[config.mk]
export PLATFORM = sky130hd
export DESIGN_NAME = ps2_keyboard
export DESIGN_NICKNAME = d
export VERILOG_FILES = /design/src/rtl/ps2_keyboard.sv
export SDC_FILE = /design/constraint.sdc
export NUM_CORES = 1
export LEC_CHECK = 0
export ABC_AREA = 0
export CAP_MARGIN = 20
export CORE_MARGIN = 8
export CORE_UTILIZATION = 50
export DETAILED_ROUTE_END_ITERATION = 10
export PLACE_DENSITY = 0.75
export SYNTH_ARGS = -nofsm -noshare
export SYNTH_HDL_FRONTEND = slang
export SYNTH_SLANG_ARGS = --single-unit
[constraint.sdc]
create_clock -name clk -period 2.7 [get_ports clk]
set_input_delay 0.27 -clock clk [delete_from_list [all_inputs] [get_ports clk]]
set_output_delay 0.27 -clock clk [all_outputs]
set_load 0.05 [all_outputs]
[src/rtl/ps2_keyboard.sv]
// PS/2 keyboard receiver: synchronises the PS/2 pins, assembles 11-bit frames and queues scan-code bytes for CPU reads.
// Optional odd-parity frame check is enabled by defining PS2_PARITY_CHECK_EN.
module ps2_keyboard #(
    parameter int FIFO_DEPTH = 8,
    parameter int TIMEOUT    = 100000
) (
    input  logic       clk,
    input  logic       rst,
    input  logic       ps2_clk,
    input  logic       ps2_data,
    input  logic       rdn,
    output logic [7:0] data,
    output logic       ready,
    output logic       overflow
);

    localparam int AW = $clog2(FIFO_DEPTH);
    localparam int CW = $clog2(TIMEOUT + 1);

    typedef enum logic {IDLE = 1'b0, RECV = 1'b1} state_t;

    state_t        state_q, state_d;
    logic          clk_s1_q, clk_s2_q, clk_s3_q, dat_s1_q, dat_s2_q, rdn_q;
    logic          clk_s1_d, clk_s2_d, clk_s3_d, dat_s1_d, dat_s2_d, rdn_d;
    logic [3:0]    bitcnt_q, bitcnt_d;
    logic [7:0]    shreg_q, shreg_d;
    logic [CW-1:0] idle_cnt_q, idle_cnt_d;
    logic [AW:0]   wr_ptr_q, wr_ptr_d, rd_ptr_q, rd_ptr_d;
    logic [7:0]    mem_q [FIFO_DEPTH];
    logic [7:0]    data_q, data_d;
    logic          ready_q, ready_d, overflow_q, overflow_d;
`ifdef PS2_PARITY_CHECK_EN
    logic          parity_q, parity_d;
`endif

    logic          fall_s, frame_done_s, frame_valid_s, full_s, push_s, pop_s;
    logic [AW-1:0] rd_idx_s;

    function automatic logic odd_parity_ok(input logic [7:0] byte_v, input logic par_v);
        return ^{byte_v, par_v};
    endfunction

    // Next-state logic for synchronisers, frame FSM, timeout and FIFO.
    always_comb begin
        clk_s1_d     = ps2_clk;
        clk_s2_d     = clk_s1_q;
        clk_s3_d     = clk_s2_q;
        dat_s1_d     = ps2_data;
        dat_s2_d     = dat_s1_q;
        rdn_d        = rdn;
        fall_s       = clk_s3_q & ~clk_s2_q;
        state_d      = state_q;
        bitcnt_d     = bitcnt_q;
        shreg_d      = shreg_q;
        idle_cnt_d   = idle_cnt_q;
        frame_done_s = 1'b0;
`ifdef PS2_PARITY_CHECK_EN
        parity_d     = parity_q;
`endif
        case (state_q)
            IDLE: begin
                idle_cnt_d = '0;
                if (fall_s && !dat_s2_q) begin
                    state_d  = RECV;
                    bitcnt_d = 4'd0;
                end else begin
                    state_d  = IDLE;
                end
            end
            RECV: begin
                if (fall_s) begin
                    idle_cnt_d = '0;
                    bitcnt_d   = bitcnt_q + 4'd1;
                    if (bitcnt_q < 4'd8) begin
                        shreg_d = {dat_s2_q, shreg_q[7:1]};
                    end else if (bitcnt_q == 4'd8) begin
`ifdef PS2_PARITY_CHECK_EN
                        parity_d = dat_s2_q;
`endif
                    end else begin
                        state_d      = IDLE;
                        frame_done_s = 1'b1;
                    end
                end else if (idle_cnt_q == CW'(TIMEOUT)) begin
                    state_d = IDLE;
                end else begin
                    idle_cnt_d = idle_cnt_q + CW'(1);
                end
            end
            default: state_d = IDLE;
        endcase

`ifdef PS2_PARITY_CHECK_EN
        frame_valid_s = frame_done_s & dat_s2_q & odd_parity_ok(shreg_q, parity_q);
`else
        frame_valid_s = frame_done_s & dat_s2_q;
`endif
        // A pop in the same cycle frees a slot, so a full FIFO can still accept the push.
        full_s     = (wr_ptr_q[AW] != rd_ptr_q[AW]) && (wr_ptr_q[AW-1:0] == rd_ptr_q[AW-1:0]);
        pop_s      = ~rdn & rdn_q & ready_q;
        push_s     = frame_valid_s & (~full_s | pop_s);
        overflow_d = overflow_q | (frame_valid_s & full_s & ~pop_s);
        wr_ptr_d   = push_s ? wr_ptr_q + (AW+1)'(1) : wr_ptr_q;
        rd_ptr_d   = pop_s  ? rd_ptr_q + (AW+1)'(1) : rd_ptr_q;
        rd_idx_s   = rd_ptr_d[AW-1:0];
        ready_d    = (wr_ptr_d != rd_ptr_d);
        if (!ready_d) begin
            data_d = 8'h00;
        end else if (push_s && (wr_ptr_q[AW-1:0] == rd_idx_s)) begin
            data_d = shreg_q;
        end else begin
            data_d = mem_q[rd_idx_s];
        end
    end

    // State register for all control flops; pins idle high, so synchronisers reset to 1.
    always_ff @(posedge clk) begin
        if (rst) begin
            clk_s1_q   <= 1'b1;
            clk_s2_q   <= 1'b1;
            clk_s3_q   <= 1'b1;
            dat_s1_q   <= 1'b1;
            dat_s2_q   <= 1'b1;
            rdn_q      <= 1'b1;
            state_q    <= IDLE;
            bitcnt_q   <= 4'd0;
            shreg_q    <= 8'h00;
            idle_cnt_q <= '0;
            wr_ptr_q   <= '0;
            rd_ptr_q   <= '0;
            data_q     <= 8'h00;
            ready_q    <= 1'b0;
            overflow_q <= 1'b0;
`ifdef PS2_PARITY_CHECK_EN
            parity_q   <= 1'b0;
`endif
        end else begin
            clk_s1_q   <= clk_s1_d;
            clk_s2_q   <= clk_s2_d;
            clk_s3_q   <= clk_s3_d;
            dat_s1_q   <= dat_s1_d;
            dat_s2_q   <= dat_s2_d;
            rdn_q      <= rdn_d;
            state_q    <= state_d;
            bitcnt_q   <= bitcnt_d;
            shreg_q    <= shreg_d;
            idle_cnt_q <= idle_cnt_d;
            wr_ptr_q   <= wr_ptr_d;
            rd_ptr_q   <= rd_ptr_d;
            data_q     <= data_d;
            ready_q    <= ready_d;
            overflow_q <= overflow_d;
`ifdef PS2_PARITY_CHECK_EN
            parity_q   <= parity_d;
`endif
        end
    end

    // FIFO storage; contents are only visible through the pointers, so no reset is needed.
    always_ff @(posedge clk) begin
        if (push_s) begin
            mem_q[wr_ptr_q[AW-1:0]] <= shreg_q;
        end
    end

    assign data     = data_q;
    assign ready    = ready_q;
    assign overflow = overflow_q;

endmodule
After elaboration in Yosys (flattened, before gate mapping)
Memory sizes are Yosys's and may differ from the RTL's. A register that Yosys moved wholly into a read port is not among the register bits.
Index checks and enable logic that the tools add are counted.
{"block": "op_classes", "n_bitwise": 15, "muxes": 20, "shift": 0, "n_lt_le_gt_ge": 1, "add_sub_neg": 4, "reduce_logical": 6, "n_mul": 0, "n_eq_ne": 8, "n_div": 0}
{"op": "17-bit two-way mux", "count": 2}
{"op": "17-bit case mux with 2 select lines", "count": 1}
{"op": "17-bit by 1-bit adder with 17-bit output (second input constant)", "count": 1}
{"op": "17-bit == test (second input constant)", "count": 1}
{"op": "4-bit two-way mux", "count": 4}
{"op": "4-bit by 1-bit adder with 4-bit output (second input constant)", "count": 3}
{"op": "1-bit two-way mux", "count": 11}
{"op": "4-bit case mux with 2 select lines", "count": 1}
{"op": "1-bit bitwise AND", "count": 7}
{"op": "1-bit NOT", "count": 6}
{"op": "4-bit == test (second input constant)", "count": 1}
{"op": "4-bit less-than comparator (second input constant)", "count": 1}
{"op": "4-bit inequality test", "count": 1}
{"op": "3-bit == test", "count": 1}
{"op": "3-bit inequality test (second input constant)", "count": 1}
{"op": "3-bit AND reduction", "count": 1}
{"op": "1-bit logical AND", "count": 2}
{"op": "2-bit by 1-bit inequality test with 1-bit output (second input constant)", "count": 1}
{"op": "2-bit inequality test (second input constant)", "count": 1}
{"op": "1-bit OR", "count": 2}
{"op": "1-bit case mux with 2 select lines", "count": 1}
{"op": "2-bit AND reduction", "count": 1}
{"op": "2-bit OR reduction", "count": 1}
{"op": "1-bit zero test", "count": 1}
{"op": "1-bit inequality test", "count": 1}
{"block": "word_totals", "ram_bits": 64, "reg_bits": 46, "memories": 1, "latch_bits": 0, "mem_bits_ro": 0, "output_inout_bits": 10}
{"name": "mem_q", "depth": 8, "width": 8, "rd": 1, "rd_ports_with_merged_regs": 1, "write_ports": 1, "line_no": "29", "rtl": "logic [7:0] mem_q [FIFO_DEPTH];"}

Depth between registers and ports, before layout
{"block": "logic_depth", "word_depth": 11, "ltp_mapped": 9, "depth_no_buf": 8}

Least setup slack after synthesis
Ideal clock, no wire load.
{"block": "synth_path", "kind": "register -> register", "start": "register ready_q, in the netlist ready", "end": "memory mem_q[4][0], enable pin", "arrival_time_ns": 2.104, "required_time_ns": 2.302, "path_slack_ns": 0.198, "stages_incl_launch_ff": 5, "period_less_slack_ns": 2.502, "setup_ns": 0.398, "path_cell_list": "dfxtp_1 nand3b_4 nand3_4 o31ai_2 nor4b_1"}
{"block": "synth_between", "elab_chain_len": 5}
{"element": "from (decl)", "line_no": "31", "rtl": "logic ready_q, ready_d, overflow_q, overflow_d;"}
{"element": "from (signal assigned)", "line_no": "151", "rtl": "ready_q <= ready_d;"}
{"element": "1-bit bitwise AND", "line_no": "100", "rtl": "pop_s = ~rdn & rdn_q & ready_q;"}
{"element": "1-bit OR", "line_no": "101", "rtl": "push_s = frame_valid_s & (~full_s | pop_s);"}
{"element": "1-bit bitwise AND", "line_no": "101"}
{"element": "1-bit two-way mux", "line_no": "161", "rtl": "if (push_s) begin"}
{"element": "1-bit two-way mux (implied by the code)", "line_no": "162", "rtl": "mem_q[wr_ptr_q[AW-1:0]] <= shreg_q;"}
{"element": "to (decl)", "line_no": "29"}
No other way between the ends.

Worst setup path in the final report
{"block": "layout_path", "start": "register rd_ptr_q[1]", "end": "register data_q[3], in the netlist data[3] (read register of mem_q)"}
{"block": "layout_between", "elab_chain_len": 9}
{"element": "from (decl)", "line_no": "28", "rtl": "logic [AW:0] wr_ptr_q, wr_ptr_d, rd_ptr_q, rd_ptr_d;"}
{"element": "from (signal assigned)", "line_no": "149", "rtl": "rd_ptr_q <= rd_ptr_d;"}
{"element": "3-bit == test", "line_no": "99", "rtl": "full_s = (wr_ptr_q[AW] != rd_ptr_q[AW]) && (wr_ptr_q[AW-1:0] == rd_ptr_q[AW-1:0]);"}
{"element": "1-bit logical AND", "line_no": "99"}
{"element": "1-bit NOT", "line_no": "101"}
{"element": "1-bit OR", "line_no": "101"}
{"element": "1-bit bitwise AND", "line_no": "101"}
{"element": "4-bit two-way mux", "line_no": "103", "rtl": "wr_ptr_d = push_s ? wr_ptr_q + (AW+1)'(1) : wr_ptr_q;"}
{"element": "4-bit inequality test", "line_no": "106", "rtl": "ready_d = (wr_ptr_d != rd_ptr_d);"}
{"element": "1-bit NOT (no source line)"}
{"element": "2-bit OR reduction (no source line)"}
{"element": "to (decl)", "line_no": "30", "rtl": "logic [7:0] data_q, data_d;"}
Parallel ways exist; a longest one is shown, timed or not.
A chain may end at the register's enable or synchronous reset.

==> metrics.txt <==
status=finished clean; CTS tree=done; die extent in x=121 microns; Synth Instances=456; top cells by count, synth=mux2i_1 (66), edfxtp_1 (64), dfxtp_1 (54), nor2_1 (38), o32ai_1 (32); RSZ-0062 raised after global routing=no; sequential-to-total area share from yosys stat=54.2%; Max clock buf depth=2; pins over their slew limit=0; setup_tns=0 ns; Hold Path Class=input pin to register; die height=around 120 microns; worst IR drop on VDD=0.000610 V; maximum number of pins on one net before global-route repair=50; mux cell area share after synthesis=approximately 12%; via/cell ratio=between 5 and 6; row count=38; Syn Area/Cell=12.1 sq um; Post-Syn Nets=467; ant diodes=0; layout cells sized above 1=13.6%; via count=3782; starting DRC count in detailed routing=just under 300; Synth Area in Adders=1.36%; Yosys top cell by area=edfxtp_1; Yosys warning count=0; Post-DRT Antenna Nets=0; Slew @ Worst Pin=1.02 ns; CTS Buf Count=17; Ports=15; leakage power total=approximately 2.1 nW; Overall Global Routing Usage=16.8%; gpl congestion=0.842; Finish-stage setup viols=0; Post-Route WL=roughly 11000 microns; synthesized area=5540 sq um; Synth Area in XOR/XNOR=4.59%; Die Area=approximately 15000 sq um; vias in the first global route=3943; first-pass GRT wire length=19400 microns; Hold Buf Count CTS=0; initial antenna violation count=0; Clock Skews=0.00810 ns; pwr/cell area=approximately 620 nW/um^2; simple-gate portion of the synthesized area=between 10% and 20%; Min-Delay Startpoint=ps2_data; Design Power=3.99 mW; Synth Area in Compound Gates=12.3%; Yosys top cell area share=34.7%; post-route clock period utilization=around nine tenths; grt total ovfl=0; Slew Limit Headroom=32.1%; Port-buffer cells=14; CORE AREA=10800 sq um; CTS clk-pin slew, worst paths=0.06 ns; hold worst-path end=dat_s1_q; worst endpoint data arrival time=2.84 ns; synthesis-to-layout area growth=15.7%; Post-synth top flop=edfxtp_1; r2r setup slk=~0.27 ns; Post-synth ARST share=0%; Reg-to-Reg End=data[3]; critical path required time=3.11 ns; Root Driver=clkbuf_8; Initial Utilization=51.1%; number of synthesized flops with an enable pin=64; dpl hpwl=7520 microns; FF-to-FF path depth=8; fillcell total=892; Layout Utilization=59.1%; DP Area=5850 sq um; worst-skew pair later-pin latency=0.50 ns; residual DRC count=0; routed len/inst=18.1 microns; crit-path max FO=8; CP Capture Type=register; Hold Fails Final Rpt=0; post-synth cell types=between 50 and 60; max-cap violation count=0; fin crit period=2.43 ns; postcts setup bufs=0; nature of the critical path startpoint=register; main combinational cell family by area after synthesis=multiplexers; first-pass iteration count of the detailed router=4; top-count cell post-synth=mux2i_1; htree depth=4; top post-synthesis cells by area=edfxtp_1 (35%), dfxtp_1 (20%), mux2i_1 (12%), o32ai_1 (5.1%), nor2_1 (2.6%); Fmax=411 MHz; nets@finish=around 490; clock tree sinks=118; post-CTS sizing=0; critical path type=register to register; hold depth=2; worst reg2reg startpoint=rd_ptr_q[1]; post-synthesis register bit count=about 120; final instance area=6400 sq um
-- cells by family (layout without fill, tap and decap cells) --
group | Yosys count | after routing
xor gates and xnor gates | 26 | 26
adders and majority gates | 6 | 6
AOI/OAI and AO/OA | 83 | 83
DFF | 118 | 118
buffers and inverters | 36 | 73
muxes | 68 | 68
and+or+nand+nor | 119 | 119
-- metrics by stage --
step / setup slack (ns) / std cells / hold slack, ns
2_1_floorplan: 0.198 / 456 / 0.374
3_3_place_gp: 0.305 / 601 / 0.399
3_5_place_dp: 0.220 / 601 / 0.393
4_1_cts: 0.199 / 633 / 0.314
5_1_grt: 0.0335 / 633 / 0.313
6_report: 0.266 / 633 / 0.334
-- routing by layer --
metal  share of wire, %  GRT usage (%)
met3                3.6           4.65
met1                 44           19.2
met5                  0              0
met4                1.6           6.86
met2                 51           29.0
-- worst max-delay path by stage --
stage / startpoint / to
floorplan: ready / mem_q[4][0]
global placement: rdn / data[4]
detailed placement: rdn / data[3]
CTS: rd_ptr_q[1] / data[3]
global route: rd_ptr_q[1] / data[3]
finish: rd_ptr_q[1] / data[3]
-- sequential cells by signal (all words and copies together) (netlist names) --
signal      cells
mem_q          64
rdn_q           1
overflow        1
data            8
rd_ptr_q        4
wr_ptr_q        4
bitcnt_q        4
shreg_q         8
dat_s2_q        1
clk_s1_q        1
ready           1
idle_cnt_q     17
dat_s1_q        1
clk_s3_q        1
state_q         1
clk_s2_q        1
-- placed cells by master (no fill, tap or decap), drive strengths merged, types with 4 or more instances in the layout --
cell and instances:
edfxtp 64, clkdlybuf4s50 14, nand3 10, clkbuf 21
nor4b 4, or3 5, nor3 14, xor2 10
a22oi 11, ha 6, inv 8, nand2 15
o32ai 32, a32o 8, a221oi 8, mux2i 66
nor2 38, xnor2 16, nand4 6, or2 6
clkinv 7, o21ai 5, buf 19, dfxtp 54
a21oi 10
-- where the power goes --
part / total, mW / internal, mW / switching, mW
Sequential: 1.88 / 1.88 / 0.00349
Clock: 2.08 / 1.34 / 0.739
Combinational: 0.0255 / 0.0123 / 0.0133
-- layout make-up --
| cell class | count | area (sq um) | share of cell area, % |
|---|---|---|---|
| clock buffer | 21 | 449 | 7.02 |
| inverter | 8 | 30.0 | 0.469 |
| multi-input combinational | 302 | 2350 | 36.8 |
| timing repair buffer | 33 | 283 | 4.42 |
| clock inverter | 11 | 108 | 1.68 |
| sequential | 118 | 3000 | 46.9 |
| tap | 140 | 175 | 2.74 |
-- critical path: stages (launching register included) --
cell and delay, ns:
dfxtp_1 0.48, ha_1 0.31, nand4b_1 0.15, a21boi_1 0.27, buf_4 0.16, xor2_1 0.21
nand3_2 0.30, mux2i_1 0.22, nor3_1 0.22
(Power assumes the default switching activity.)
